`src/rtl/mem_arbiter.sv`:
```
// Shared-memory arbiter: instruction fetch and data ports share one memory.
// A single access is in flight at a time (IDLE -> ACCESS -> RESP). Data
// requests win by default; a fetch wins once data has starved it STARVE_MAX
// times in a row.
module mem_arbiter #(
    parameter int unsigned LAT        = 1,
    parameter int unsigned STARVE_MAX = 4
) (
    input  logic        clk,
    input  logic        reset,
    input  logic        if_req,
    input  logic [31:0] if_addr,
    output logic        if_ready,
    output logic        if_valid,
    output logic [31:0] if_data,
    input  logic        d_req,
    input  logic        d_we,
    input  logic [63:0] d_addr,
    input  logic [63:0] d_wdata,
    output logic        d_ready,
    output logic        d_valid,
    output logic [63:0] d_rdata,
    output logic [63:0] mem_addr,
    output logic        mem_we,
    output logic [63:0] mem_wdata,
    input  logic [63:0] mem_rdata,
    output logic        busy
);

    localparam int unsigned CW = 3;
    localparam int unsigned SW = (STARVE_MAX < 1) ? 1 : $clog2(STARVE_MAX + 1);

    typedef enum logic [1:0] {
        IDLE   = 2'd0,
        ACCESS = 2'd1,
        RESP   = 2'd2
    } state_t;

    state_t          state_q, state_d;
    logic [CW-1:0]   cnt_q, cnt_d;
    logic [SW-1:0]   starve_q, starve_d;
    logic            owner_d_q, owner_d_d;   // 1 = data port owns the access
    logic            sel_hi_q, sel_hi_d;     // fetch wants upper word
    logic            we_q, we_d;
    logic [63:0]     mem_addr_q, mem_addr_d;
    logic [63:0]     mem_wdata_q, mem_wdata_d;
    logic            mem_we_q, mem_we_d;
    logic            if_valid_q, if_valid_d;
    logic            d_valid_q, d_valid_d;
    logic [31:0]     if_data_q, if_data_d;
    logic [63:0]     d_rdata_q, d_rdata_d;
    logic            grant_if_c, grant_d_c;
    logic            starved_c;

    // Byte-lane bits of the PC do not affect the doubleword fetch.
    logic            unused_addr_bits;
    assign unused_addr_bits = ^if_addr[1:0];

    // Next-state, arbitration and capture logic.
    always_comb begin
        state_d     = state_q;
        cnt_d       = cnt_q;
        starve_d    = starve_q;
        owner_d_d   = owner_d_q;
        sel_hi_d    = sel_hi_q;
        we_d        = we_q;
        mem_addr_d  = mem_addr_q;
        mem_wdata_d = mem_wdata_q;
        mem_we_d    = 1'b0;
        if_valid_d  = 1'b0;
        d_valid_d   = 1'b0;
        if_data_d   = if_data_q;
        d_rdata_d   = d_rdata_q;
        grant_if_c  = 1'b0;
        grant_d_c   = 1'b0;
        starved_c   = (starve_q == SW'(STARVE_MAX));

        unique case (state_q)
            IDLE: begin
                if (!reset) begin
                    if (d_req && !(if_req && starved_c)) begin
                        grant_d_c = 1'b1;
                    end else if (if_req) begin
                        grant_if_c = 1'b1;
                    end
                end
                if (grant_d_c) begin
                    state_d     = ACCESS;
                    cnt_d       = CW'(1);
                    owner_d_d   = 1'b1;
                    we_d        = d_we;
                    mem_addr_d  = d_addr;
                    mem_wdata_d = d_wdata;
                    mem_we_d    = d_we;
                    if (if_req && !starved_c) begin
                        starve_d = starve_q + SW'(1);
                    end
                end else if (grant_if_c) begin
                    state_d    = ACCESS;
                    cnt_d      = CW'(1);
                    owner_d_d  = 1'b0;
                    we_d       = 1'b0;
                    sel_hi_d   = if_addr[2];
                    mem_addr_d = {32'b0, if_addr[31:3], 3'b000};
                    starve_d   = '0;
                end
            end
            ACCESS: begin
                if (cnt_q == CW'(LAT)) begin
                    state_d = RESP;
                    if (owner_d_q) begin
                        d_valid_d = 1'b1;
                        d_rdata_d = we_q ? 64'h0 : mem_rdata;
                    end else begin
                        if_valid_d = 1'b1;
                        if_data_d  = sel_hi_q ? mem_rdata[63:32] : mem_rdata[31:0];
                    end
                end else begin
                    cnt_d = cnt_q + CW'(1);
                end
            end
            RESP: begin
                state_d = IDLE;
            end
            default: begin
                state_d = IDLE;
            end
        endcase
    end

    // State and datapath registers with synchronous reset.
    always_ff @(posedge clk) begin
        if (reset) begin
            state_q     <= IDLE;
            cnt_q       <= '0;
            starve_q    <= '0;
            owner_d_q   <= 1'b0;
            sel_hi_q    <= 1'b0;
            we_q        <= 1'b0;
            mem_addr_q  <= '0;
            mem_wdata_q <= '0;
            mem_we_q    <= 1'b0;
            if_valid_q  <= 1'b0;
            d_valid_q   <= 1'b0;
            if_data_q   <= '0;
            d_rdata_q   <= '0;
        end else begin
            state_q     <= state_d;
            cnt_q       <= cnt_d;
            starve_q    <= starve_d;
            owner_d_q   <= owner_d_d;
            sel_hi_q    <= sel_hi_d;
            we_q        <= we_d;
            mem_addr_q  <= mem_addr_d;
            mem_wdata_q <= mem_wdata_d;
            mem_we_q    <= mem_we_d;
            if_valid_q  <= if_valid_d;
            d_valid_q   <= d_valid_d;
            if_data_q   <= if_data_d;
            d_rdata_q   <= d_rdata_d;
        end
    end

    // Grants are same-cycle pulses in IDLE; everything else comes from registers.
    assign if_ready  = grant_if_c;
    assign d_ready   = grant_d_c;
    assign if_valid  = if_valid_q;
    assign d_valid   = d_valid_q;
    assign if_data   = if_data_q;
    assign d_rdata   = d_rdata_q;
    assign mem_addr  = mem_addr_q;
    assign mem_we    = mem_we_q;
    assign mem_wdata = mem_wdata_q;
    assign busy      = (state_q != IDLE);

endmodule

```
`config.mk`:
```
export PLATFORM = sky130hd
export DESIGN_NAME = mem_arbiter
export DESIGN_NICKNAME = d
export VERILOG_FILES = /design/src/rtl/mem_arbiter.sv
export SDC_FILE = /design/constraint.sdc
export NUM_CORES = 1
export LEC_CHECK = 0
export CAP_MARGIN = 40
export CELL_PAD_IN_SITES_DETAIL_PLACEMENT = 2
export CELL_PAD_IN_SITES_GLOBAL_PLACEMENT = 2
export CORE_ASPECT_RATIO = 0.9
export CORE_MARGIN = 2
export CORE_UTILIZATION = 22
export DETAILED_ROUTE_END_ITERATION = 10
export PLACE_DENSITY = 0.84
export SYNTH_ARGS = -nofsm -noshare
export SYNTH_HDL_FRONTEND = slang
export SYNTH_SLANG_ARGS = --single-unit
export TNS_END_PERCENT = 50
```
`constraint.sdc`:
```
create_clock -name clk -period 2.1 [get_ports clk]
set_input_delay 0.315 -clock clk [delete_from_list [all_inputs] [get_ports clk]]
set_output_delay 0.315 -clock clk [all_outputs]
set_load 0.1 [all_outputs]
```
==> out/metrics.cfg, run 1 <==
[run_status]
outcome = finished with violations
violations = negative setup slack

[drt]
drt_first_pass_iters = 4
drtIter0Drc = 343
viasPerCell = 4.606
antenna_left = 0
num_vias = 9411
wirelength_mm = 39.82
route.detailed.drc = 0
wl_per_cell_um = 19.49

[global_route]
first_global_vias = 10240
grt_max_degree = 171
grt_pass1_wl_mm = 58.79
antenna_found_initial = 1
grt_use_total = 0.1716
grt_overflow_total = 0

[setup_path]
required_ns = 1.78
crit_type = register to output port
rr_startpoint = cnt_q[1]$_SDFFE_PP0P_
reg2reg_to = d_rdata[49]$_SDFFE_PP0P_
crit_arrival_ns = 1.83
critical_path_peak_fanout = 2
rrSetupSlack_ns = 0.21
reg2regPathDepth = 7
critPathCaptureType = output port
setup.worst_path.start_class = register

[cts]
clock-sinks = 238
clockBufferDepth = 3
clk_latency_ns = 0.56
cts_root_buffer = clkbuf_16
hold_buffers = 0
cts_buffers = 28
cts_tree = yes
clk_pin_slew_ns = 0.06
cts_max_level = 1

[floorplanning]
initial_core_util = 0.2219
die_x_um = 220.1
dieArea_um2 = 43690
std_cell_rows = 71
coreArea_um2 = 41660
ios = 459
die_y_um = 198.5

[flow_run]
cap_violations = 0

[synthesis]
syn-instance-count = 1022
seq_area_frac_synth = 0.5153
syn_avg_cell_area_um2 = 9.047
ys_ff_latch = 238
synth_edf_count = 0
synth_area_um2 = 9246
async_flop_share = 0
synth_cell_type_count = 42
synthFlopType = dfxtp_1
yosysWarnings = 0
synth_nets = 1255

[worst_hold_path]
hold_depth = 3
min-delay-start = reset
hold_path.class = input pin to register
hold_end = mem_we$_SDFF_PP0_

[pwr]
powerDensity_nw_per_um2 = 943.6
p_leak_nw = 5.956
peakVddDrop_v = 0.0006668

[timing]
max_freq_ghz = 0.4657
finalSetupViolations = 2
fin_ws_ns = -0.04736
finalMaxSlewViolations = 0
rsz0062_at_grt = yes
fin_crit_sh = 1.023
fin_worst_skew_ns = 0.01307
maxSlewHeadroom = 0.2779
finalCriticalPeriod_ns = 2.147
finalHoldViolCount = 0
worst_pin_slew_ns = 1.083
holdWs_ns = 0.2212

[place]
port_buffers = 456
place.gp.congestion = 0.7527
place_ws_ns = 0.004967
hpwlAfterDp_mm = 28.40

[cells_and_area]
utilization = 0.3648
nets = 1706
syn_to_final_growth_pct = 64.40
drive_above_1_share = 0.2548

==> flip-flops by register name (all words and copies together), names as in the netlist <==
| signal | cells |
|---|---|
| we_q | 1 |
| mem_wdata | 64 |
| if_valid | 1 |
| owner_d_q | 1 |
| if_data | 32 |
| mem_we | 1 |
| d_valid | 1 |
| mem_addr | 64 |
| sel_hi_q | 1 |
| cnt_q | 3 |
| starve_q | 3 |
| d_rdata | 64 |
| state_q | 2 |
==> layout by cell type (no fill, tap or decap), types with 5 or more instances in the layout <==
| master | Yosys | routed |
|---|---|---|
| a22o_1 | 35 | 35 |
| a211oi_1 | 33 | 33 |
| clkbuf_8 | 0 | 11 |
| nand2_1 | 257 | 254 |
| clkinv_2 | 0 | 5 |
| mux2i_1 | 33 | 33 |
| a311oi_2 | 20 | 20 |
| a21oi_1 | 130 | 130 |
| nand3b_1 | 65 | 65 |
| clkdlybuf4s50_1 | 0 | 225 |
| dfxtp_1 | 238 | 233 |
| buf_4 | 10 | 264 |
| buf_12 | 0 | 20 |
| a311oi_1 | 10 | 10 |
| nor2_1 | 64 | 64 |
| clkbuf_16 | 0 | 29 |
==> per-stage QoR <==
step	std cells	area (µm²)	setup TNS [ns]	total power, mW
finish	2043	15200	-0.08730	14.34
global route	2043	15200	-0.2484	14.89
CTS	2039	15170	-0.2422	14.56
detailed placement	1981	14060	0	9.086
global placement	1981	14060	0	8.987
floorplan	1022	9256	0	7.785
==> synthesized netlist by cell type, types with 2 or more instances <==
master    count  area [µm²]
nor2b_1       2       12.51
buf_6        11       123.9
and2_1        5       31.28
dfxtp_1     238        4765
buf_4        10       75.07
nand2_1     257       964.7
clkbuf_1     37       138.9
nand3b_1     65       488.0
nor2_1       64       240.2
o31ai_1       2       15.01
o21ai_0       2       10.01
a21oi_2       2       17.52
a21o_1        2       15.01
mux2i_1      33       330.3
buf_1         2       7.510
a311oi_2     20       300.3
inv_1         6       22.52
buf_2        29       145.1
nand3_1       3       15.01
a21oi_1     130       650.6
a22o_1       35       306.5
a211oi_1     33       247.7
ha_1          4       50.05
a311oi_1     10       87.58
nor3_1        3       15.01
==> kinds of logic (layout without fill, tap and decap cells) <==
family	after synthesis	after routing	share of synthesized area
AND/OR/NAND/NOR	411	411	0.2054
AO/OA/AOI/OAI	240	240	0.1819
flip-flops	238	238	0.5153
buffers and inverters	96	569	0.05629
multiplexers	33	33	0.03572
adder cells (fa/ha/maj)	4	4	0.005413
other	0	1	0
==> routing by layer <==
layer  routed length (µm)  vias to the layer above  track usage
met2                20390                      290       0.3157
met4                 1345                        0      0.06239
met3                 2601                       74      0.04862
met1                15490                     4635       0.1861
met5                    0                        -            0
li1                     -                     4412            -
==> area by class of cell <==
| class | count | area (µm²) |
|---|---|---|
| diodes | 1 | 2.502 |
| clock buffers | 42 | 884.6 |
| clock inverters | 10 | 131.4 |
| fillers | 4584 | 26460 |
| inverters | 6 | 25.02 |
| multi-input cells | 688 | 4024 |
| flip-flops and latches | 238 | 4776 |
| well taps | 547 | 684.4 |
| repair buffers | 511 | 4673 |
==> worst max-delay path, cell delays in order (launching register included) <==
cell and delay, ns:
dfxtp_4 0.35, or4b_4 0.54, a21oi_4 0.18, buf_12 0.20
==> power by group <==
part,total (mW),switching [mW],internal (mW)
Sequential,4.98,0.182,4.80
Combinational,4.02,2.86,1.16
Clock,5.34,2.08,3.26
==> worst max-delay path by stage <==
stage / slack, ns / depth (start not counted) / to / startpoint
6_report: -0.05 / 3 / if_ready / state_q[1]$_SDFFE_PP0P_
3_3_place_gp: 0.05 / 4 / if_ready / if_req
5_1_grt: -0.13 / 7 / d_ready / starve_q[0]$_SDFFE_PP0P_
2_1_floorplan: 0.01 / 5 / d_ready / state_q[1]$_SDFFE_PP0P_
3_5_place_dp: 0.005 / 6 / mem_wdata[43]$_SDFFE_PP0P_ / d_req
4_1_cts: -0.12 / 3 / if_ready / state_q[0]$_SDFFE_PP0P_
==> repair_timing <==
item / CTS / global route
pin swaps: 3 / 3
endpoints found under the setup margin: 2 / 46
endpoints found under the hold margin: 0 / 0
buffers inserted: 6 / 3
cloned: 0 / 0
gates resized for setup: 16 / 3
Note: power is estimated with default switching activity, not from simulation.
==> run 2, diff against run 1 <==
--- a/config.mk
+++ b/config.mk
@@ -10,9 +10,9 @@
 export CELL_PAD_IN_SITES_GLOBAL_PLACEMENT = 2
 export CORE_ASPECT_RATIO = 0.9
 export CORE_MARGIN = 2
-export CORE_UTILIZATION = 22
+export CORE_UTILIZATION = 20
 export DETAILED_ROUTE_END_ITERATION = 10
-export PLACE_DENSITY = 0.84
+export PLACE_DENSITY_LB_ADDON = 0.2
 export SYNTH_ARGS = -nofsm -noshare
 export SYNTH_HDL_FRONTEND = slang
 export SYNTH_SLANG_ARGS = --single-unit
==> constraint.sdc (replaced) <==
create_clock -name clk -period 1.7 [get_ports clk]
set_input_delay 0.255 -clock clk [delete_from_list [all_inputs] [get_ports clk]]
set_output_delay 0.255 -clock clk [all_outputs]
set_load 0.1 [all_outputs]
==> run 2 against run 1 <==
Effect of this change: the flow still finishes with violations (negative setup slack); first-iteration DRC count down 22%; core utilization up 4.7 points; via count up 1.2%; critical path depth up 1; final area up 23%; non-clock buffer count up 27; clock power up 24%; critical endpoint unchanged.
==> out/metrics.cfg, run 2 (synthesis gave the netlist of run 1 again) <==
[timing]
fin_worst_skew_ns = 0.009357
finalCriticalPeriod_ns = 2.154
worst_pin_slew_ns = 0.6652
finalHoldViolCount = 0
maxSlewHeadroom = 0.5566
fin_ws_ns = -0.4535
fin_crit_sh = 1.267
max_freq_ghz = 0.4644
rsz0062_at_grt = yes
finalMaxSlewViolations = 0
finalSetupViolations = 30
fin_tns_setup_ns = -1.601

[pwr]
power_frac_comb = 0.323
p_switching_mw = 6.721
pwr-share-clk = 0.347
netSwitchingFraction = 0.3514
power_frac_seq = 0.330
p_leak_nw = 6.902
powerDensity_nw_per_um2 = 1020
peakVddDrop_v = 0.0007279
p_int_mw = 12.41

[cts]
cts_buffers = 30
clock-sinks = 238
cts_root_buffer = clkbuf_16
cts_tree = yes
cts_max_level = 1
clockBufferDepth = 3
clk_latency_ns = 0.56
clk_pin_slew_ns = 0.06

[cells_and_area]
design_area_um2 = 18750
final_cell_mix = nand2_1 (254), buf_12 (253), dfxtp_1 (230)
final_cells = 2138
nets = 1736
utilization = 0.4115
syn_to_final_growth_pct = 102.7
nFillCells = 4702
drive_above_1_share = 0.2824
multi_input_comb_area_um2 = 4131
regArea_um2 = 4777
layout_commonest_cell = nand2_1

[global_route]
first_global_vias = 10190
grt_max_degree = 116
grt_overflow_total = 0
busiest_layer = met2
grt_pass1_wl_mm = 63.73
met2_usage = 0.3033
use_met1 = 0.1961
antenna_found_initial = 5
use_met3 = 0.05016
grt_use_total = 0.1720

[run_status]
violations = negative setup slack
outcome = finished with violations

[setup_path]
setup.worst_path.start_class = register
crit_buf_inv = 2
path_common_cell = buf_12
required_ns = 1.44
critical_path_peak_fanout = 4
crit_path_max_incr_delay_ns = 0.53
crit_chain = or4b_4 > a21oi_4 > buf_12 > buf_12
crit_family = simple AND/OR/NAND/NOR gates
cp_slowest_cell = or4b_4
crit_type = register to output port
crit_arrival_ns = 1.90
critPathCaptureType = output port

[place]
placed_cell_area_um2 = 17060
hpwlAfterDp_mm = 30.95
dp_cells = 2046
port_buffers = 456
place_ws_ns = -0.2739
place.gp.congestion = 0.7589

[drt]
drt_first_pass_iters = 4
route.detailed.drc = 0
wirelength_mm = 46.22
wl_per_cell_um = 21.62
antenna_left = 0
num_vias = 9525
drtIter0Drc = 269
viasPerCell = 4.455

[floorplanning]
coreArea_um2 = 45550
initial_core_util = 0.2030
dieArea_um2 = 47970
ios = 459
std_cell_rows = 74
die_x_um = 230.6
die_y_um = 208.0

[worst_hold_path]
hold_path.class = input pin to register

[flow_run]
cap_violations = 0

-- run 2: routing by layer --
layer  up-vias  routed length, µm
li1       4479                  -
met1      4711              18710
met2       262              23230
met3        73               2825
met4         0               1450
met5         -                  0
-- run 2: metrics by stage --
stage | power (mW) | hold slack (ns)
2_1_floorplan | 9.629 | 0.3877
3_3_place_gp | 12.20 | 0.4752
3_5_place_dp | 12.29 | 0.4859
4_1_cts | 19.08 | 0.06023
5_1_grt | 19.87 | 0.08258
6_report | 19.13 | 0.09206
-- run 2: power by group through the flow --
stage,Sequential [mW],Clock (mW),Combinational (mW)
after global placement,6.41,0,5.79
after detailed placement,6.43,0,5.86
after global routing,6.36,7.10,6.41
final,6.31,6.64,6.17
after floorplan,8.58,0,1.05
after CTS,6.32,6.87,5.90
-- run 2: repair_timing --
item / 4_1_cts / 5_1_grt
endpoints found under the hold margin: 0 / 0
pin swaps: 8 / 16
gates resized for setup: 13 / 38
hold buffers: 0 / 0
cloned: 0 / 18
setup buffers: 5 / 11
setup endpoints to repair: 6 / 160
-- run 2: final cells by class --
class                   instances  share of cell area
diodes                          4           0.0005340
inverters                       6            0.001402
clock inverters                13            0.007476
multi-input cells             689              0.2204
well taps                     608             0.04058
clock buffers                  42             0.04679
flip-flops and latches        238              0.2548
repair buffers                538              0.4280
-- run 2: final timing paths --
| check | start | end | slack, ns | depth (start not counted) |
|---|---|---|---|---|
| setup / recovery | state_q[1]$_SDFFE_PP0P_ | if_ready | -0.45 | 4 |
| hold reg to reg | d_rdata[62]$_SDFFE_PP0P_ | d_rdata[62]$_SDFFE_PP0P_ | 0.49 | 2 |
| setup reg to reg | state_q[1]$_SDFFE_PP0P_ | mem_addr[45]$_SDFFE_PP0P_ | -0.04 | 9 |
| hold / removal | reset | owner_d_q$_SDFFE_PP0P_ | 0.09 | 3 |
-- run 2: tightest hold or removal path, stage by stage --
cell	delay, ns
buf_6	0.09
or4b_4	0.14
a31o_2	0.14
==> run 3, diff against run 2 <==
--- a/config.mk
+++ b/config.mk
@@ -8,9 +8,10 @@
 export CAP_MARGIN = 40
 export CELL_PAD_IN_SITES_DETAIL_PLACEMENT = 2
 export CELL_PAD_IN_SITES_GLOBAL_PLACEMENT = 2
-export CORE_ASPECT_RATIO = 0.9
+export CORE_ASPECT_RATIO = 1.25
 export CORE_MARGIN = 2
-export CORE_UTILIZATION = 20
+export CORE_UTILIZATION = 21
+export CTS_BUF_LIST = sky130_fd_sc_hd__clkbuf_8
 export DETAILED_ROUTE_END_ITERATION = 10
 export PLACE_DENSITY_LB_ADDON = 0.2
 export SYNTH_ARGS = -nofsm -noshare
==> run 3 against run 2 <==
Effect of this change: the run still ends with negative setup slack left; wire length decreased by 1.1%; sequential share of layout area decreased by 0.25 points; worst setup slack improved by 0.080 ns; sequential power about the same; clock power decreased by 16%; count of clock-buffer cells in the layout increased by 13; worst hold slack improved by 0.028 ns; global-route usage increased by 1.2 points; total power decreased by 4.7%; first-iteration DRC count decreased by 4.1%; final area increased by 1.1%.
==> out/metrics.cfg, run 3 (synthesis gave the netlist of run 1 again) <==
[run_status]
outcome = finished with violations
violations = negative setup slack

[place]
port_buffers = 456
place_ws_ns = -0.2390
hpwlAfterDp_mm = 30.69
place.gp.congestion = 0.7467

[setup_path]
critical_path_peak_fanout = 3
critPathCaptureType = output port
rrSetupSlack_ns = -0.02
rr_startpoint = state_q[1]$_SDFFE_PP0P_
crit_type = register to output port
crit_arrival_ns = 1.82
reg2reg_to = mem_wdata[20]$_SDFFE_PP0P_
required_ns = 1.44
endpoint = if_ready
setup.worst_path.start_class = register
reg2regPathDepth = 9
startpoint = state_q[1]$_SDFFE_PP0P_

[cells_and_area]
utilization = 0.4376
regArea_um2 = 4780
multi_input_comb_area_um2 = 4254
final_cell_mix = buf_12 (257), nand2_1 (250), dfxtp_1 (230)
drive_above_1_share = 0.3131
syn_to_final_growth_pct = 104.9
layout_commonest_cell = buf_12
nets = 1768
nFillCells = 4391

[drt]
wl_per_cell_um = 21.46
met3WireLength_mm = 3.078
drt_first_pass_iters = 4
wirelength_mm = 45.72
num_vias = 9640
viasPerCell = 4.526
drtIter0Drc = 258
dr_wl_met2_mm = 24.14
route.detailed.drc = 0
top_layer = met4
drt-met1-wl_mm = 17.09
antenna_left = 0

[pwr]
peakVddDrop_v = 0.0004746
p_leak_nw = 7.023
powerDensity_nw_per_um2 = 962.4

[timing]
finalHoldViolCount = 0
worst_pin_slew_ns = 0.6065
holdWs_ns = 0.1201
fin_tns_setup_ns = -0.9855
finalCriticalPeriod_ns = 2.073
max_freq_ghz = 0.4823
fin_worst_skew_ns = 0.01841
finalSetupViolations = 4
fin_crit_sh = 1.220
fin_ws_ns = -0.3733
rsz0062_at_grt = yes
maxSlewHeadroom = 0.5957
finalMaxSlewViolations = 0

[global_route]
grt_max_degree = 106
antenna_found_initial = 3
grt_overflow_total = 0
first_global_vias = 10570
grt_pass1_wl_mm = 64.23
grt_use_total = 0.1840

[cts]
clk_pin_slew_ns = 0.06
clock-sinks = 238
cts_buffers = 45
clk_latency_ns = 0.57
clockBufferDepth = 3
cts_max_level = 2
cts_tree = yes
cts_root_buffer = clkbuf_8

[floorplanning]
std_cell_rows = 85
coreArea_um2 = 43290
ios = 459
dieArea_um2 = 45730
die_x_um = 191.7
die_y_um = 238.6
initial_core_util = 0.2136

[worst_hold_path]
min-delay-start = reset
hold_path.class = input pin to register

[flow_run]
cap_violations = 0

==> run 3: cell count changes in the layout (fill, tap and decap cells not counted), sizes merged, moves of 2 or more <==
cell,delta
buf,+19
inv,+14
clkbuf,+11
clkinv,-7
bufinv,-2
==> run 3: layout make-up <==
class,count,share of cell area
repair buffers,556,0.4385
clock buffers,55,0.03996
clock inverters,19,0.005548
diodes,3,0.0003963
inverters,6,0.001387
multi-input cells,688,0.2246
well taps,565,0.03732
flip-flops and latches,238,0.2523
==> run 3: layer usage <==
layer  GRT usage  up-vias
met2      0.3351      317
met5           0        -
met3     0.05490       73
met4     0.06876        0
met1      0.1984     4689
li1            -     4561
==> run 3: worst max-delay path, cell delays in order, from the launching register on <==
cell and delay [ns]:
dfxtp_4 0.35, or4b_4 0.53, a21oi_4 0.18, buf_12 0.20
==> run 3: worst min path at each step <==
stage | cells after the start | slack (ns) | to
2_1_floorplan | 1 | 0.39 | mem_addr[39]$_SDFFE_PP0P_
3_3_place_gp | 2 | 0.44 | sel_hi_q$_SDFFE_PP0P_
3_5_place_dp | 2 | 0.45 | sel_hi_q$_SDFFE_PP0P_
4_1_cts | 3 | 0.07 | owner_d_q$_SDFFE_PP0P_
5_1_grt | 3 | 0.10 | owner_d_q$_SDFFE_PP0P_
6_report | 3 | 0.12 | owner_d_q$_SDFFE_PP0P_
==> run 3: stage by stage <==
stage / total power, mW / instance area [µm²] / cells
finish: 18.23 / 18940 / 2130
global route: 19.02 / 18940 / 2130
CTS: 18.26 / 18350 / 2104
detailed placement: 12.29 / 17060 / 2007
global placement: 12.19 / 17060 / 2007
floorplan: 9.629 / 9281 / 1022
==> run 3: power breakdown <==
part           switching, mW  internal, mW  total [mW]
clock network           2.56          3.04        5.60
registers              0.382          5.94        6.32
logic                   3.76          2.56        6.31
total                   6.70          11.5        18.2
==> run 3: timing repair <==
item | CTS | global route
setup buffers | 16 | 13
cloned | 6 | 13
hold buffers | 1 | 0
setup endpoints to repair | 37 | 146
gates resized for setup | 40 | 54
endpoints found under the hold margin | 2 | 0
pin swaps | 14 | 28
